**src/rtl/mv_result_drain.sv**
```systemverilog
// Streams MV result words out of the vector BRAM result region onto an AXI-Stream master.
// A 2-entry output FIFO absorbs the 1-cycle BRAM read latency so the stream runs at 1 beat/cycle.
module mv_result_drain #(
    parameter int                DATA_W    = 36,
    parameter int                ADDR_W    = 10,
    parameter logic [ADDR_W-1:0] BASE_ADDR = 10'h200
) (
    input  logic              clk,
    input  logic              rstn,
    input  logic              start,
    input  logic [8:0]        width,
    output logic              busy,
    output logic              done,
    output logic              bram_clk,
    output logic              bram_en,
    output logic              bram_we,
    output logic [ADDR_W-1:0] bram_addr,
    input  logic [DATA_W-1:0] bram_dout,
    output logic [DATA_W-1:0] m_tdata,
    output logic              m_tvalid,
    input  logic              m_tready,
    output logic              m_tlast
);

    typedef enum logic [1:0] {S_IDLE, S_READ, S_DRAIN, S_DONE} state_t;

    state_t              state_reg, state_next;
    logic [8:0]          width_reg;
    logic [9:0]          iss_rows_reg;
    logic [6:0]          iss_cnt_reg;
    logic [6:0]          beat_cnt_reg;
    logic [ADDR_W-1:0]   addr_reg;
    logic                inflight_reg;
    logic [1:0]          occ_reg;
    logic [DATA_W-1:0]   head_reg;
    logic [DATA_W-1:0]   tail_reg;

    logic                start_ok;
    logic                pop;
    logic                push;
    logic [2:0]          credit;
    logic                rd_issue;
    logic                last_issue;

    assign start_ok   = (state_reg == S_IDLE) && start;
    assign m_tvalid   = (occ_reg != 2'd0);
    assign pop        = m_tvalid && m_tready;
    assign push       = inflight_reg;
    assign credit     = {1'b0, occ_reg} + {2'b00, inflight_reg};
    // A beat leaving this cycle frees its slot in time for the read issued now.
    assign rd_issue   = (state_reg == S_READ) && ((credit < 3'd2) || ((credit == 3'd2) && pop));
    assign last_issue = rd_issue && ((iss_rows_reg + 10'd6) >= {1'b0, width_reg});

    // Only in DRAIN is the total word count final, so the beat counter can mark the last beat.
    assign m_tlast    = m_tvalid && (state_reg == S_DRAIN) && (beat_cnt_reg == (iss_cnt_reg - 7'd1));
    assign m_tdata    = head_reg;
    assign bram_addr  = addr_reg;
    assign bram_clk   = clk;
    assign bram_we    = 1'b0;

    always_ff @(posedge clk or negedge rstn) begin
        if (!rstn) begin
            state_reg <= S_IDLE;
        end else begin
            state_reg <= state_next;
        end
    end

    always_comb begin
        state_next = state_reg;
        case (state_reg)
            S_IDLE:  if (start) state_next = (width != 9'd0) ? S_READ : S_DONE;
            S_READ:  if (last_issue) state_next = S_DRAIN;
            S_DRAIN: if (pop && m_tlast) state_next = S_DONE;
            S_DONE:  state_next = S_IDLE;
            default: state_next = S_IDLE;
        endcase
    end

    always_comb begin
        busy    = (state_reg != S_IDLE);
        done    = (state_reg == S_DONE);
        bram_en = rd_issue;
    end

    always_ff @(posedge clk or negedge rstn) begin
        if (!rstn) begin
            width_reg    <= '0;
            iss_rows_reg <= '0;
            iss_cnt_reg  <= '0;
            beat_cnt_reg <= '0;
            addr_reg     <= BASE_ADDR;
            inflight_reg <= 1'b0;
        end else begin
            inflight_reg <= rd_issue;
            if (start_ok) begin
                width_reg    <= width;
                iss_rows_reg <= '0;
                iss_cnt_reg  <= '0;
                beat_cnt_reg <= '0;
                addr_reg     <= BASE_ADDR;
            end else begin
                if (rd_issue) begin
                    iss_rows_reg <= iss_rows_reg + 10'd6;
                    iss_cnt_reg  <= iss_cnt_reg + 7'd1;
                    addr_reg     <= addr_reg + 1'b1;
                end
                if (pop) begin
                    beat_cnt_reg <= beat_cnt_reg + 7'd1;
                end
                if (state_next == S_DONE) begin
                    addr_reg <= BASE_ADDR;
                end
            end
        end
    end

    // Output FIFO: head_reg drives the stream, tail_reg holds the second entry.
    always_ff @(posedge clk or negedge rstn) begin
        if (!rstn) begin
            occ_reg  <= 2'd0;
            head_reg <= '0;
            tail_reg <= '0;
        end else begin
            case ({push, pop})
                2'b11: begin
                    if (occ_reg == 2'd1) begin
                        head_reg <= bram_dout;
                    end else begin
                        head_reg <= tail_reg;
                        tail_reg <= bram_dout;
                    end
                end
                2'b10: begin
                    if (occ_reg == 2'd0) begin
                        head_reg <= bram_dout;
                    end else begin
                        tail_reg <= bram_dout;
                    end
                    occ_reg <= occ_reg + 2'd1;
                end
                2'b01: begin
                    head_reg <= tail_reg;
                    occ_reg  <= occ_reg - 2'd1;
                end
                default: ;
            endcase
        end
    end

endmodule
```
**config.mk**
```make
export PLATFORM = sky130hd
export DESIGN_NAME = mv_result_drain
export DESIGN_NICKNAME = d
export VERILOG_FILES = /design/src/rtl/mv_result_drain.sv
export SDC_FILE = /design/constraint.sdc
export NUM_CORES = 1
export LEC_CHECK = 0
export ABC_AREA = 0
export CORE_ASPECT_RATIO = 0.7
export CORE_MARGIN = 2
export CORE_UTILIZATION = 54
export CTS_CLUSTER_DIAMETER = 80
export DETAILED_ROUTE_END_ITERATION = 8
export PLACE_DENSITY_LB_ADDON = 0.12
export SETUP_SLACK_MARGIN = 0.5
export SYNTH_ARGS = -nofsm -noshare
export SYNTH_HDL_FRONTEND = slang
export SYNTH_SLANG_ARGS = --single-unit
```
**constraint.sdc**
```tcl
create_clock -name clk -period 4 [get_ports clk]
set_clock_uncertainty 0.1 [all_clocks]
set_input_delay 0.8 -clock clk [delete_from_list [all_inputs] [get_ports clk]]
set_output_delay 0.8 -clock clk [all_outputs]
set_load 0.005 [all_outputs]
```
Word-level counts from Yosys, hierarchy flattened
Index checks and enable logic that the tools add are counted.
W data, S select, Z words.
{"block": "classes", "order_cmp": 2, "muxes": 21, "reduce_logical": 22, "eq_ne": 13, "add_sub_neg": 8}
{"op": "$mux W36", "n": 4}
{"op": "$pmux W36 S3", "n": 1}
{"op": "$pmux W36 S2", "n": 1}
{"op": "$mux W10", "n": 5}
{"op": "$mux W7", "n": 4}
{"op": "$add A7 B1 Y7 const B", "n": 2}
{"op": "$reduce_bool A2 Y1", "n": 6}
{"op": "$add A10 B1 Y10 const B", "n": 1}
{"op": "$add A10 B3 Y10 const B", "n": 1}
{"op": "$eq A2 B2 Y1 const B", "n": 5}
{"op": "$ge A10 B9 Y1", "n": 1}
{"op": "$reduce_bool A9 Y1", "n": 1}
{"op": "$logic_and A1 B1 Y1", "n": 8}
{"op": "$mux W2", "n": 4}
{"op": "$pmux W2 S4", "n": 1}
{"op": "$eq A7 B7 Y1", "n": 1}
{"op": "$sub A7 B1 Y7 const B", "n": 1}
{"op": "$eq A2 B1 Y1 const B", "n": 3}
{"op": "$ne A2 B2 Y1 const B", "n": 3}
{"op": "$reduce_bool A3 Y1", "n": 2}
{"op": "$logic_not A2 Y1", "n": 2}
{"op": "$pmux W2 S2", "n": 1}
{"op": "$add A2 B1 Y3", "n": 1}
{"op": "$eq A3 B2 Y1 const B", "n": 1}
{"op": "other kinds (6)", "n": 6}
{"block": "word_totals", "elab_cells": 76, "reg_bits": 120, "in_bits": 49, "output_inout_bits": 53}

Longest topological paths before layout
Gate-level depths: netlist (run 1).
{"block": "depth", "ltp_word": 11, "ltp_mapped": 11, "depth_no_buf": 11}

==> impl_metrics.json, run 1 <==
{
  "synth_seq_cells": 119,
  "fp.dieH_um": 95.5,
  "fin_tns_setup_ns": 0,
  "maxCapViolations": 0,
  "wl_met3_um": 918,
  "antenna_found_initial": 0,
  "nNetsFinal": 770,
  "cpMaxStageDelayCell": "dlygate4sd2_1",
  "switchingPower_mw": 3.02,
  "path_clk_slew_ns": 0.06,
  "route.detailed.wl_per_inst_um": 18.3,
  "dr.max_layer_used": "met4",
  "syn_inst": 607,
  "critical_path_required_ns": 3.10,
  "gr-total-overflow": 0,
  "p_clk_share_pct": 20.4,
  "outcome": "completed",
  "syn_avg_cell_area_um2": 10.7,
  "initial_core_util_pct": 55.3,
  "powerDensity_nw_per_um2": 936,
  "min_period_over_period_pct": 84.9,
  "hold_buffers": 0,
  "drcViolationCount": 0,
  "core_um2": 11700,
  "synth_warnings": 0,
  "ioPinCount": 102,
  "period_needed_ns": 3.40,
  "fmax_mhz": 296,
  "grt_pass1_wl_mm": 26.1,
  "clk_latency_ns": 0.53,
  "postSynth.asyncResetShare_pct": 100,
  "cts_tree": "yes",
  "drtIter0Drc": 462,
  "die-area_um2": 12900,
  "stdcell_area_um2": 8280,
  "via_per_inst": 6.08,
  "n_antenna_cell": 0,
  "ys.flop_type": "dfrtp_1",
  "routed-wl-met2_mm": 7.53,
  "path_delay_family": "buffers and inverters",
  "power.share.combinational_pct": 50.5,
  "synth_area_um2": 6460,
  "worstSetupStartpointType": "clock port",
  "yosys-top-cells-area": "dfrtp_1 46%, mux2_2 6.6%, mux2i_1 5.9%",
  "die_w_um": 135,
  "drive_above_1_share_pct": 14.7,
  "critPathCaptureType": "output port",
  "slowest_delay_ns": 0.25,
  "crit_fanout": 2,
  "power_frac_seq_pct": 29.1,
  "io_buffers": 100,
  "place_area_um2": 7620,
  "drv_slew": 0,
  "vias": 5288,
  "final_core_util_pct": 70.8,
  "ant_nets": 0,
  "arrival_ns": 2.50,
  "critical_path_buf_inv_count": 3,
  "yosys-top-cells-count": "118 x dfrtp_1, 38 x a211oi_1, 38 x mux2_2, 38 x mux2i_1",
  "dr.pass1.iters": 5,
  "finalHoldViolations": 0,
  "swShare_pct": 39.0,
  "wirelength_mm": 15.9,
  "ys_types": 54,
  "p_leak_nw": 3.66,
  "worstSetupPathType": "clock port to output port",
  "grt_usage_pct": 25.9,
  "synth_top_area_share_pct": 45.7,
  "wl_met1_mm": 7.36,
  "worstPathCellList": "clkbuf_16 -> clkbuf_16 -> dlygate4sd2_1",
  "power_mw": 7.75,
  "slew_headroom_pct": 44.0,
  "setup_viol": 0,
  "crit_path_frequent_cell": "clkbuf_16",
  "num_rows": 33,
  "synth_top_area_cell": "dfrtp_1",
  "synth.most_common_cell": "dfrtp_1",
  "rsz0062_at_grt": "false",
  "hpwl_mm": 10.4,
  "grt_pass1_vias": 5220,
  "min_path_type": "primary input to async pin",
  "synth_fp_nets": 677,
  "seq_area_frac_synth_pct": 46.1,
  "peakVddDrop_mv": 0.547,
  "synth-edff-count": 0,
  "grt_max_degree": 73,
  "area_growth_pct": 28.0,
  "tightest_slew_ns": 0.840,
  "p_int_mw": 4.73,
  "gp_congestion": 0.853
}
==> power by group through the flow <==
stage / clock network (mW) / logic (mW) / registers, mW
3_3_place_gp: 0.0211 / 3.67 / 2.22
3_5_place_dp: 0.0211 / 3.83 / 2.27
6_report: 1.58 / 3.91 / 2.26
2_1_floorplan: 0.0162 / 2.66 / 2.14
5_1_grt: 1.67 / 4.30 / 2.33
4_1_cts: 1.60 / 3.91 / 2.25
==> routing by layer <==
| layer | vias up | GRT usage, % |
|---|---|---|
| met3 | 15 | 5.85 |
| met4 | 0 | 7.89 |
| li1 | 2433 | - |
| met1 | 2672 | 36.2 |
| met5 | - | 0 |
| met2 | 168 | 40.7 |
==> final cells by class <==
cell class	instances	area, um^2
repair buffers	115	1130
multi-input cells	417	3240
inverters	26	97.6
clock buffers	23	527
well taps	157	196
flip-flops and latches	119	2980
clock inverters	13	108
fillers	874	3410
==> placed cells by master, fill, tap and decap left out, types with 25 or more instances in the layout <==
cell type	instances
a221oi_1	36
mux2_2	38
dfrtp_1	117
nand2_1	35
nor2_1	27
a211oi_1	37
inv_1	25
mux2i_1	38
a21o_1	36
clkdlybuf4s50_1	97
==> cells by family (layout without fill, tap and decap cells) <==
kind of cell | after synthesis | after routing | share of synthesized area [%]
simple gates | 126 | 126 | 9.85
compound gates | 164 | 164 | 19.0
other cells | 1 | 1 | 0.0580
fa+ha+maj | 21 | 21 | 4.06
xor+xnor | 29 | 29 | 3.93
mux | 76 | 76 | 12.5
buf+inv | 71 | 177 | 4.47
flops | 119 | 119 | 46.1
==> through the flow <==
| step | hold WS [ns] | setup slack (ns) | std cells |
|---|---|---|---|
| after CTS | 0.300 | 0.499 | 869 |
| after global placement | 0.358 | 0.596 | 832 |
| after global routing | 0.345 | 0.491 | 870 |
| after detailed placement | 0.366 | 0.483 | 832 |
| after floorplan | 0.346 | 0.975 | 607 |
| final | 0.266 | 0.604 | 870 |
==> what timing repair did <==
action,4_1_cts,5_1_grt
buffers inserted,2,1
pin swaps,0,0
gates cloned,0,0
endpoints found under the setup margin,2,1
resized for setup,4,4
==> worst paths after layout <==
kind | startpoint | endpoint | slack (ns) | cells after the start
setup / recovery | clk | bram_clk | 0.60 | 3
hold / removal | rstn | m_tdata[2]$_DFFE_PN0P_ | 0.27 | 1
setup reg to reg | occ_reg[1]$_DFFE_PN0N_ | tail_reg[22]$_DFFE_PN0P_ | 0.96 | 9
hold reg to reg | m_tdata[12]$_DFFE_PN0P_ | m_tdata[12]$_DFFE_PN0P_ | 0.37 | 1
max in group asynchronous | rstn | iss_rows_reg[7]$_DFFE_PN0P_ | 2.69 | 2
min in group clk | m_tdata[12]$_DFFE_PN0P_ | m_tdata[12]$_DFFE_PN0P_ | 0.37 | 1
Note: power is estimated with default switching activity, not from simulation.
==> inputs of run 2 (changes only) <==
CORE_UTILIZATION = 49   (was 54)
clock period = 2.85 ns   (was 4 ns; I/O delays follow)
==> impl_metrics.json, run 2 (synthesis gave the netlist of run 1 again) <==
{
  "critical_path_required_ns": 2.18,
  "die_w_um": 141,
  "drv_slew": 0,
  "dp_cells": 861,
  "area_growth_pct": 44.3,
  "powerDensity_nw_per_um2": 1380,
  "hold_depth": 1,
  "tightest_slew_ns": 0.656,
  "reg2reg_slack_ns": 0.38,
  "layout_common_cells": "116 x dfrtp_1, 93 x clkdlybuf4s50_1, 38 x mux2i_1",
  "arrival_ns": 2.36,
  "drive_above_1_share_pct": 28.5,
  "stdcell_area_um2": 9330,
  "grt_pass1_vias": 5371,
  "hold_end": "m_tdata[26]$_DFFE_PN0P_",
  "wirelength_mm": 17.1,
  "maxCapViolations": 0,
  "die-area_um2": 14100,
  "period_needed_ns": 3.03,
  "via_per_inst": 5.87,
  "fp.dieH_um": 100,
  "violations": "negative setup slack",
  "hpwl_mm": 10.4,
  "slew_headroom_pct": 56.2,
  "core_um2": 13000,
  "ant_nets": 0,
  "final_common_cell": "dfrtp_1",
  "initial_core_util_pct": 49.7,
  "min_path_type": "flip-flop to flip-flop",
  "stdcell_count": 923,
  "crit_fanout": 2,
  "drcViolationCount": 0,
  "min_period_over_period_pct": 106,
  "grt_pass1_wl_mm": 26.8,
  "drtIter0Drc": 251,
  "worstSetupStartpointType": "flip-flop",
  "clk_latency_ns": 0.52,
  "dr.pass1.iters": 4,
  "rsz0062_at_grt": "true",
  "grt_usage_pct": 23.9,
  "gp_congestion": 0.824,
  "grt_max_degree": 73,
  "outcome": "finished, violations left",
  "finalHoldViolations": 0,
  "antenna_found_initial": 0,
  "nNetsFinal": 814,
  "hold_slack_ns": 0.373,
  "fmax_mhz": 329,
  "vias": 5418,
  "setup_slack_ns": -0.185,
  "cts_tree": "yes",
  "n_antenna_cell": 0,
  "power_mw": 12.9,
  "critPathCaptureType": "output port",
  "r2r_start": "iss_cnt_reg[1]$_DFFE_PN0P_",
  "io_buffers": 100,
  "fin_tns_setup_ns": -0.188,
  "setup_viol": 2,
  "final_core_util_pct": 71.7,
  "place_area_um2": 7860,
  "route.detailed.wl_per_inst_um": 18.6,
  "ioPinCount": 102,
  "gr-total-overflow": 0,
  "min_from": "m_tdata[26]$_DFFE_PN0P_",
  "place_ws_ns": -0.0524,
  "r2r_cells": 8,
  "worstSetupPathType": "flip-flop to output port",
  "peakVddDrop_mv": 0.796,
  "path_clk_slew_ns": 0.06,
  "num_rows": 35,
  "r2r_end": "state_reg[0]$_DFF_PN0_",
  "p_leak_nw": 4.08
}
## run 2: cell types whose count changed in the layout (fill, tap and decap cells not counted), sizes merged
cell / change
clkbuf: -2
buf: +45
clkinv: -5
inv: +2
dlygate4sd2: +2
clkdlybuf4s50: -4
dlygate4sd3: +1
bufinv: +3
clkinvlp: +2
## run 2: area by class of cell
class	instances	area (um^2)
flip-flops and latches	119	2980
clock buffers	21	526
multi-input cells	417	3690
clock inverters	15	201
well taps	166	208
inverters	26	108
repair buffers	159	1610
fillers	869	3680
## run 2: worst max-delay path by stage
stage | startpoint | endpoint | slack (ns) | cells after the start
after floorplan | iss_cnt_reg[0]$_DFFE_PN0P_ | m_tlast | 0.50 | 6
after global placement | iss_cnt_reg[0]$_DFFE_PN0P_ | m_tlast | 0.04 | 7
after detailed placement | iss_cnt_reg[1]$_DFFE_PN0P_ | m_tlast | -0.05 | 7
after CTS | iss_cnt_reg[1]$_DFFE_PN0P_ | m_tlast | -0.26 | 7
after global routing | iss_cnt_reg[1]$_DFFE_PN0P_ | m_tlast | -0.28 | 7
final | iss_cnt_reg[1]$_DFFE_PN0P_ | m_tlast | -0.18 | 7
## run 2: per-layer routing
layer	vias to the layer above	track usage [%]	share of wire (%)
met3	30	4.48	4.0
met1	2720	33.8	48
met2	128	36.4	46
met5	-	0	0
li1	2540	-	-
met4	0	9.92	2.0
## run 2: power breakdown
part / leakage, nW / internal (mW) / switching (mW)
registers: 1.45 / 2.51 / 0.680
clock network: 0.337 / 1.70 / 0.871
logic: 2.29 / 3.70 / 3.41
total: 4.08 / 7.91 / 4.96
## run 2: repair_timing
item | CTS | global route
gates resized for setup | 52 | 72
cloned | 2 | 2
hold endpoints to repair | 32 | 0
setup endpoints to repair | 56 | 77
hold buffers | 1 | 0
setup buffers | 12 | 10
pin swaps | 12 | 21
## run 2: critical path: stages, from the launching register on
cell and delay, ns:
dfrtp_1 0.40, inv_2 0.09, ha_4 0.21, xor2_1 0.17, nand4_1 0.14, or4b_4 0.51
a211oi_2 0.18, buf_2 0.15
